`src/rtl/adder_pipe_seg.sv`:
```
// Carry-pipelined ripple adder/subtractor: one SEG_W-bit segment per stage, valid/ready handshake.
// The whole pipe advances together when the output slot is empty or being drained.
module adder_pipe_seg #(
  parameter int unsigned WIDTH = 32,
  parameter int unsigned SEG_W = 8
) (
  input  logic             clk,
  input  logic             rst_n,
  input  logic             in_valid,
  output logic             in_ready,
  input  logic [WIDTH-1:0] a,
  input  logic [WIDTH-1:0] b,
  input  logic             cin,
  input  logic             sub,
  output logic             out_valid,
  input  logic             out_ready,
  output logic [WIDTH-1:0] sum,
  output logic             cout,
  output logic             ovf
);
  localparam int unsigned SEG_SAFE = (SEG_W >= 1) ? SEG_W : 1;
  localparam int unsigned NSEG     = WIDTH / SEG_SAFE;
  localparam int unsigned SW1      = SEG_SAFE + 1;

  if ((SEG_W < 1) || (WIDTH % SEG_SAFE != 0)) begin : g_bad_param
    $error("adder_pipe_seg: WIDTH must be a nonzero multiple of SEG_W");
  end

  logic             en;
  logic [WIDTH-1:0] b_eff;
  logic             c0;
  logic             vld_q;
  logic [WIDTH-1:0] sum_q;
  logic             cout_q;
  logic             ovf_q;

  assign en        = !vld_q || out_ready;
  assign in_ready  = en;
  assign b_eff     = sub ? ~b : b;
  assign c0        = sub | cin;
  assign out_valid = vld_q;
  assign sum       = sum_q;
  assign cout      = cout_q;
  assign ovf       = ovf_q;

  // Intermediate stages: stage k holds sum bits of segments 0..k plus the unconsumed operand tails.
  for (genvar k = 0; k < int'(NSEG) - 1; k++) begin : g_stg
    localparam int unsigned LO_W  = (unsigned'(k) + 1) * SEG_SAFE;
    localparam int unsigned REM_W = WIDTH - LO_W;

    logic [SEG_SAFE-1:0] sa;
    logic [SEG_SAFE-1:0] sb;
    logic                si;
    logic                vi;
    logic [SW1-1:0]      t;
    logic [LO_W-1:0]     lo_d;
    logic [LO_W-1:0]     lo_q;
    logic [REM_W-1:0]    a_d;
    logic [REM_W-1:0]    b_d;
    logic [REM_W-1:0]    a_q;
    logic [REM_W-1:0]    b_q;
    logic                c_q;
    logic                v_q;

    if (k == 0) begin : g_src
      assign sa   = a[SEG_SAFE-1:0];
      assign sb   = b_eff[SEG_SAFE-1:0];
      assign si   = c0;
      assign vi   = in_valid;
      assign lo_d = t[SEG_SAFE-1:0];
      assign a_d  = a[WIDTH-1:SEG_SAFE];
      assign b_d  = b_eff[WIDTH-1:SEG_SAFE];
    end else begin : g_src
      assign sa   = g_stg[k-1].a_q[SEG_SAFE-1:0];
      assign sb   = g_stg[k-1].b_q[SEG_SAFE-1:0];
      assign si   = g_stg[k-1].c_q;
      assign vi   = g_stg[k-1].v_q;
      assign lo_d = {t[SEG_SAFE-1:0], g_stg[k-1].lo_q};
      assign a_d  = g_stg[k-1].a_q[REM_W+SEG_SAFE-1:SEG_SAFE];
      assign b_d  = g_stg[k-1].b_q[REM_W+SEG_SAFE-1:SEG_SAFE];
    end

    assign t = SW1'(sa) + SW1'(sb) + SW1'(si);

    always_ff @(posedge clk or negedge rst_n) begin
      if (!rst_n) begin
        v_q  <= 1'b0;
        c_q  <= 1'b0;
        lo_q <= '0;
        a_q  <= '0;
        b_q  <= '0;
      end else if (en) begin
        v_q  <= vi;
        c_q  <= t[SEG_SAFE];
        lo_q <= lo_d;
        a_q  <= a_d;
        b_q  <= b_d;
      end
    end
  end

  logic [SEG_SAFE-1:0] fa;
  logic [SEG_SAFE-1:0] fb;
  logic                fc;
  logic                fv;
  logic [SW1-1:0]      ft;
  logic [WIDTH-1:0]    sum_d;
  logic                ovf_d;

  // Final segment feeds the output register; with one segment it reads the ports directly.
  if (NSEG == 1) begin : g_fin
    assign fa    = a;
    assign fb    = b_eff;
    assign fc    = c0;
    assign fv    = in_valid;
    assign sum_d = ft[SEG_SAFE-1:0];
  end else begin : g_fin
    assign fa    = g_stg[NSEG-2].a_q;
    assign fb    = g_stg[NSEG-2].b_q;
    assign fc    = g_stg[NSEG-2].c_q;
    assign fv    = g_stg[NSEG-2].v_q;
    assign sum_d = {ft[SEG_SAFE-1:0], g_stg[NSEG-2].lo_q};
  end

  assign ft = SW1'(fa) + SW1'(fb) + SW1'(fc);
  // Carry into the MSB is recovered from the MSB sum bit and its operands.
  assign ovf_d = ft[SEG_SAFE-1] ^ fa[SEG_SAFE-1] ^ fb[SEG_SAFE-1] ^ ft[SEG_SAFE];

  always_ff @(posedge clk or negedge rst_n) begin
    if (!rst_n) begin
      vld_q  <= 1'b0;
      sum_q  <= '0;
      cout_q <= 1'b0;
      ovf_q  <= 1'b0;
    end else if (en) begin
      vld_q  <= fv;
      sum_q  <= sum_d;
      cout_q <= ft[SEG_SAFE];
      ovf_q  <= ovf_d;
    end
  end

endmodule

```
`config.mk`:
```
export PLATFORM = sky130hd
export DESIGN_NAME = adder_pipe_seg
export DESIGN_NICKNAME = d
export VERILOG_FILES = /design/src/rtl/adder_pipe_seg.sv
export SDC_FILE = /design/constraint.sdc
export NUM_CORES = 1
export LEC_CHECK = 0
export ABC_AREA = 1
export CAP_MARGIN = 20
export CELL_PAD_IN_SITES_DETAIL_PLACEMENT = 1
export CELL_PAD_IN_SITES_GLOBAL_PLACEMENT = 2
export CORE_AREA = 8 8 165 167
export CTS_BUF_LIST = sky130_fd_sc_hd__clkbuf_16
export DETAILED_ROUTE_END_ITERATION = 12
export DIE_AREA = 0 0 173 175
export GPL_ROUTABILITY_DRIVEN = 1
export PLACE_DENSITY = 0.84
export SETUP_SLACK_MARGIN = 0.5
export SLEW_MARGIN = 5
export SYNTH_ARGS = -nofsm -noshare
export SYNTH_HDL_FRONTEND = slang
export SYNTH_SLANG_ARGS = --single-unit
export TNS_END_PERCENT = 50
```
`constraint.sdc`:
```
create_clock -name clk -period 5.69 [get_ports clk]
set_input_delay 0.569 -clock clk [delete_from_list [all_inputs] [get_ports clk]]
set_output_delay 0.569 -clock clk [all_outputs]
set_load 0.005 [all_outputs]
```
**Word-level counts from Yosys, hierarchy flattened**

Index checks and enable logic that the tools add are counted.

- $add $sub $neg: 8
- Muxes and demuxes: 1
- Bitwise gates (word level): 5
- Reductions and logical operators: 2

Operators by type and width:

| kind | count |
|---|---|
| $add A8 B8 Y9 | 4 |
| $add A9 B1 Y9 | 4 |
| $mux W32 | 1 |
| $not A32 Y32 | 1 |
| $xor A1 B1 Y1 | 3 |
| $logic_not A1 Y1 | 1 |
| $logic_or A1 B1 Y1 | 1 |
| $or A1 B1 Y1 | 1 |

- Register bits after elaboration: 185
- Output and inout bits: 36
- Logic and storage cells: 35

**Longest topological paths before layout**

- Depth after elaboration: 5
- Mapped depth: 15
- Gate-level depth less buffers: 13

**Least setup slack after synthesis**

Ideal clock, no wire load.

- Kind: input port to flip-flop
- From: in sub
- To: reg g_stg[0].lo_q[6]
- Setup time: 0.082 ns
- Arrival: 2.373 ns
- Data required time: 5.608 ns
- Path slack: 3.235 ns
- Stages: 14
- Path through: buf_2 -> buf_4 -> or2_2 -> fa_1 -> inv_1 -> fa_1 -> inv_1 -> nand3_1 -> nand2_1 -> nand2_1 -> nand2_1 -> nand2_1 -> nand3_1 -> a31oi_1

- Word-level cells in the longest chain between the ends: 3
- Elaborated cells between the ends (all ways): 4

RTL lines:

| element | line | source |
|---|---|---|
| start: declaration | 14 | `input logic sub,` |
| $mux W32 | 39 | `assign b_eff = sub ? ~b : b;` |
| $add A8 B8 Y9 | 83 | `assign t = SW1'(sa) + SW1'(sb) + SW1'(si);` |
| $add A9 B1 Y9 * | 83 |  |
| end signal: assignment | 95 | `lo_q <= lo_d;` |
| end: declaration | 57 | `logic [LO_W-1:0] lo_q;` |

Mark *: on every way between the ends. The rest lies on a longest branch, timed or not.
A chain may end at the register's enable or synchronous reset.

**Worst setup path after layout**

- From: in out_ready
- To: out in_ready

- Word-level cells in the longest chain between the ends: 1

RTL lines:

| element | line | source |
|---|---|---|
| start: declaration | 16 | `input logic out_ready,` |
| $logic_or A1 B1 Y1 | 37 | `assign en = !vld_q \|\| out_ready;` |
| end: declaration | 10 | `output logic in_ready,` |

No other way between the ends.

==> report_table.html <==
<table>
<tr><th>Metric</th><th>Value</th></tr>
<tr><th colspan="2">STA</th></tr>
<tr><td>Shortest clock period the worst path allows after layout</td><td>2.91 ns</td></tr>
<tr><td>Largest clock skew in the final design</td><td>0.00892 ns</td></tr>
<tr><td>Setup ws final</td><td>2.78 ns</td></tr>
<tr><td>Tightest Pin Transition</td><td>1.03 ns</td></tr>
<tr><td>Final Max Tran Viols</td><td>0</td></tr>
<tr><td>Total Negative Setup Slacks</td><td>0 ns</td></tr>
<tr><td>Worst slew margin relative to its limit</td><td>31.6%</td></tr>
<tr><td>Setup repair after global routing missed its margin</td><td>false</td></tr>
<tr><td>Final Hold Fails</td><td>0</td></tr>
<tr><td>Portion of the clock cycle consumed by the worst path in the final layout</td><td>51.1%</td></tr>
<tr><td>Setup violation total in the final timing report</td><td>0</td></tr>
<tr><td>Max Fclk</td><td>344 MHz</td></tr>
<tr><th colspan="2">Routing</th></tr>
<tr><td>Vias</td><td>6373</td></tr>
<tr><td>Violation count after the first detailed-route iteration</td><td>338</td></tr>
<tr><td>Post-route DRC</td><td>0</td></tr>
<tr><td>Via density per instance</td><td>4.54</td></tr>
<tr><td>TritonRoute pass-1 iters</td><td>4</td></tr>
<tr><td>Antenna Nets Post-Route</td><td>0</td></tr>
<tr><td>Aggregate routed wire length</td><td>20000 um</td></tr>
<tr><td>Average wire per standard cell</td><td>14.3 um</td></tr>
<tr><th colspan="2">Floorplan</th></tr>
<tr><td>I/O pins</td><td>106</td></tr>
<tr><td>Area enclosed by the die boundary</td><td>0.0303 mm^2</td></tr>
<tr><td>Die width</td><td>173 um</td></tr>
<tr><td>Core area</td><td>0.0247 mm^2</td></tr>
<tr><td>Initial cell density of the core</td><td>34.4%</td></tr>
<tr><td>Site row count</td><td>58</td></tr>
<tr><td>Height of the chip</td><td>175 um</td></tr>
<tr><th colspan="2">Yosys</th></tr>
<tr><td>EDFF count, synth</td><td>0</td></tr>
<tr><td>Top FF cell, synth</td><td>sky130_fd_sc_hd__dfrtp_1</td></tr>
<tr><td>Async set or reset register ratio after synthesis</td><td>100%</td></tr>
<tr><td>Post-synthesis share of cell area spent on xor and xnor gates</td><td>4.13%</td></tr>
<tr><td>Netlist Area Pre-Place</td><td>0.00848 mm^2</td></tr>
<tr><td>Leading cell types by total area after synthesis</td><td>sky130_fd_sc_hd__dfrtp_1 (55%), sky130_fd_sc_hd__nand2_1 (20%), sky130_fd_sc_hd__o21ai_0 (4.7%)</td></tr>
<tr><td>Synth warnings</td><td>0</td></tr>
<tr><td>Share of the synthesized area in compound gates (AO/OA/AOI/OAI)</td><td>7.29%</td></tr>
<tr><td>Average cell area after synthesis</td><td>8.67 um^2</td></tr>
<tr><td>Simple-gate portion of the synthesized area</td><td>22.8%</td></tr>
<tr><td>Multiplexer share of the synthesized area</td><td>0%</td></tr>
<tr><td>Post-synthesis instance total</td><td>978</td></tr>
<tr><td>Synthesized net count</td><td>1084</td></tr>
<tr><td>Count of unique library cells instantiated by Yosys</td><td>26</td></tr>
<tr><td>Share of the yosys chip area belonging to registers</td><td>54.6%</td></tr>
<tr><td>Flop and latch count out of synthesis</td><td>185</td></tr>
<tr><td>Combinational family with the most area after synthesis</td><td>simple AND/OR/NAND/NOR gates</td></tr>
<tr><td>Area fraction of the dominant cell type after synthesis</td><td>54.6%</td></tr>
<tr><td>Largest area contributor in the netlist</td><td>sky130_fd_sc_hd__dfrtp_1</td></tr>
<tr><td>Post-synthesis share of cell area spent on full adders, half adders and majority gates</td><td>6.02%</td></tr>
<tr><th colspan="2">Clock network</th></tr>
<tr><td>Number of hold buffers added after CTS</td><td>0</td></tr>
<tr><td>Clock Path Buffers</td><td>2</td></tr>
<tr><td>Root Driver</td><td>sky130_fd_sc_hd__clkbuf_16</td></tr>
<tr><td>Clock input transition at the sequential cells of the worst setup and hold paths</td><td>0.07 ns</td></tr>
<tr><td>Total setup buffers inserted after CTS</td><td>0</td></tr>
<tr><td>CTS H-Tree Depth</td><td>4</td></tr>
<tr><td>TritonCTS Buffers</td><td>17</td></tr>
<tr><td>Post-cts resize count</td><td>0</td></tr>
<tr><td>Sink count of the clock tree</td><td>185</td></tr>
<tr><td>Worst-Skew Late Latency</td><td>0.42 ns</td></tr>
<tr><td>TritonCTS clock tree</td><td>done</td></tr>
<tr><th colspan="2">Worst setup path</th></tr>
<tr><td>Worst EP required</td><td>5.12 ns</td></tr>
<tr><td>Critical R2R Launch</td><td>out_valid</td></tr>
<tr><td>Worst R2R Path Depth</td><td>6</td></tr>
<tr><td>Largest fanout of any net on the critical path</td><td>71</td></tr>
<tr><td>Critical Path Source Type</td><td>primary input</td></tr>
<tr><td>Number of buffer and inverter instances along the worst setup path</td><td>3</td></tr>
<tr><td>Arrival time of data at the critical path endpoint</td><td>2.34 ns</td></tr>
<tr><td>Setup CP Type</td><td>primary input to output pin</td></tr>
<tr><td>Worst r2r dst</td><td>g_stg[2].lo_q[22]</td></tr>
<tr><td>Crit path capture type</td><td>output pin</td></tr>
<tr><td>Most common cell on crit path</td><td>sky130_fd_sc_hd__clkdlybuf4s50_1</td></tr>
<tr><td>Max incr delay on CP</td><td>0.64 ns</td></tr>
<tr><td>Cell breakdown of the critical path</td><td>clkdlybuf4s50_1 -&gt; nor2_4 -&gt; inv_4 -&gt; clkdlybuf4s50_1</td></tr>
<tr><td>Kind of cell adding the most delay to the critical path</td><td>buffers and inverters</td></tr>
<tr><td>Worst reg-to-reg setup slack</td><td>3.31 ns</td></tr>
<tr><td>WP depth</td><td>4</td></tr>
<tr><td>Master of the slowest instance on the critical path</td><td>sky130_fd_sc_hd__clkdlybuf4s50_1</td></tr>
<tr><th colspan="2">Global routing</th></tr>
<tr><td>Global route total overflow</td><td>0</td></tr>
<tr><td>Largest net degree at the start of global routing</td><td>215</td></tr>
<tr><td>First-pass GRT wire length</td><td>34700 um</td></tr>
<tr><td>Initial antenna violation count</td><td>0</td></tr>
<tr><td>Vias in the first global route</td><td>6969</td></tr>
<tr><td>GRT Util Overall</td><td>13.8%</td></tr>
<tr><th colspan="2">Placed design</th></tr>
<tr><td>Gp weighted congestion</td><td>0.757</td></tr>
<tr><td>Placed inst area</td><td>0.00977 mm^2</td></tr>
<tr><td>HPWL after DPL</td><td>13500 um</td></tr>
<tr><td>Port Buffer Count</td><td>105</td></tr>
<tr><td>Pre-CTS worst setup slack</td><td>2.60 ns</td></tr>
<tr><td>Dpl cells</td><td>1373</td></tr>
<tr><th colspan="2">Finish</th></tr>
<tr><td>Layout Nets</td><td>1168</td></tr>
<tr><td>Relative area change from synthesis to final layout</td><td>22.0%</td></tr>
<tr><td>Layout cells sized above 1</td><td>3.72%</td></tr>
<tr><td>Non-filler instance count after layout</td><td>1404</td></tr>
<tr><td>Diode insertion count for antenna repair</td><td>0</td></tr>
<tr><td>Most frequent cells in the layout</td><td>sky130_fd_sc_hd__nand2_1 (448), sky130_fd_sc_hd__dfrtp_1 (185), sky130_fd_sc_hd__clkdlybuf4s50_1 (103), sky130_fd_sc_hd__o21ai_0 (79), sky130_fd_sc_hd__inv_1 (58)</td></tr>
<tr><td>Summed area of non-filler cells in the final layout</td><td>0.0103 mm^2</td></tr>
<tr><td>Most common library cell in the layout ignoring fill and taps</td><td>sky130_fd_sc_hd__nand2_1</td></tr>
<tr><th colspan="2">Power and ir drop</th></tr>
<tr><td>Cell Pwr Density</td><td>536 mW/mm^2</td></tr>
<tr><td>Maximum VDD drop</td><td>277 uV</td></tr>
<tr><td>Leakage</td><td>5.06 nW</td></tr>
<tr><th colspan="2">Run</th></tr>
<tr><td>Max-Cap Viols</td><td>0</td></tr>
<tr><th colspan="2">Status</th></tr>
<tr><td>Run status</td><td>finished, final reports clean</td></tr>
<tr><th colspan="2">Hold path</th></tr>
<tr><td>Class of the tightest hold or removal check</td><td>primary input to asynchronous set/reset pin</td></tr>
</table>
-- registers in the layout, summed over array words and instances (netlist names), 2 cells and up --
| register | count |
|---|---|
| g_stg.lo_q | 48 |
| g_stg.a_q | 40 |
| g_stg.b_q | 40 |
| sum | 32 |
| fa | 8 |
| fb | 8 |
| g_stg.c_q | 2 |
| g_stg.v_q | 2 |
-- cells in the mapped netlist (2+ instances only) --
| master | n |
|---|---|
| sky130_fd_sc_hd__xnor2_1 | 29 |
| sky130_fd_sc_hd__clkbuf_1 | 10 |
| sky130_fd_sc_hd__nor2_1 | 16 |
| sky130_fd_sc_hd__o211ai_1 | 6 |
| sky130_fd_sc_hd__or2_2 | 2 |
| sky130_fd_sc_hd__inv_1 | 56 |
| sky130_fd_sc_hd__xor2_1 | 11 |
| sky130_fd_sc_hd__dfrtp_1 | 185 |
| sky130_fd_sc_hd__buf_4 | 4 |
| sky130_fd_sc_hd__ha_1 | 28 |
| sky130_fd_sc_hd__or2_0 | 2 |
| sky130_fd_sc_hd__fa_1 | 8 |
| sky130_fd_sc_hd__nand4_1 | 3 |
| sky130_fd_sc_hd__nand2_1 | 448 |
| sky130_fd_sc_hd__or2_1 | 3 |
| sky130_fd_sc_hd__a21oi_1 | 27 |
| sky130_fd_sc_hd__a31oi_1 | 4 |
| sky130_fd_sc_hd__buf_2 | 29 |
| sky130_fd_sc_hd__o21ai_0 | 79 |
| sky130_fd_sc_hd__nand3_1 | 22 |
-- routing by layer --
| layer | GRT usage [%] | part of all wire, % | up-vias |
|---|---|---|---|
| met3 | 2.85 | 2.5 | 16 |
| li1 | - | - | 3215 |
| met4 | 3.81 | 1.2 | 0 |
| met5 | 0 | 0 | - |
| met2 | 23.1 | 47 | 65 |
| met1 | 17.8 | 49 | 3077 |
-- stage by stage --
step	hold WS, ns	utilization, %	total power [mW]
finish	0.208	41.9	5.55
global route	0.272	41.9	6.06
CTS	0.235	41.9	5.66
detailed placement	0.438	39.6	4.42
global placement	0.432	39.6	4.33
floorplan	0.273	-	3.60
-- cell type report --
| cell class | count | area [um^2] |
|---|---|---|
| fillers | 2906 | 14300 |
| flip-flops and latches | 185 | 4630 |
| multi-input cells | 692 | 3410 |
| repair buffers | 109 | 1090 |
| clock buffers | 17 | 425 |
| well taps | 330 | 413 |
| inverters | 57 | 216 |
| clock inverters | 14 | 158 |
-- worst max-delay path by stage --
stage	startpoint	end	slack (ns)
5_1_grt	out_ready	in_ready	2.68
2_1_floorplan	sub	g_stg[0].lo_q[6]	3.23
3_5_place_dp	sub	g_stg[0].lo_q[6]	2.60
3_3_place_gp	sub	g_stg[0].lo_q[6]	2.68
6_report	out_ready	in_ready	2.78
4_1_cts	out_ready	in_ready	2.74
-- logic make-up (layout without fill, tap and decap cells) --
logic type,count (synthesis),count (layout)
AO/OA/AOI/OAI,118,118
XOR/XNOR,40,40
adder cells (fa/ha/maj),36,36
buffers and inverters,101,197
flip-flops,185,185
AND/OR/NAND/NOR,498,498
-- where the power goes --
group          internal [mW]  switching [mW]  leakage [nW]
logic                  0.898            1.22          2.54
clock network          0.685           0.505         0.279
registers               1.90           0.338          2.24
(Power assumes the default switching activity.)
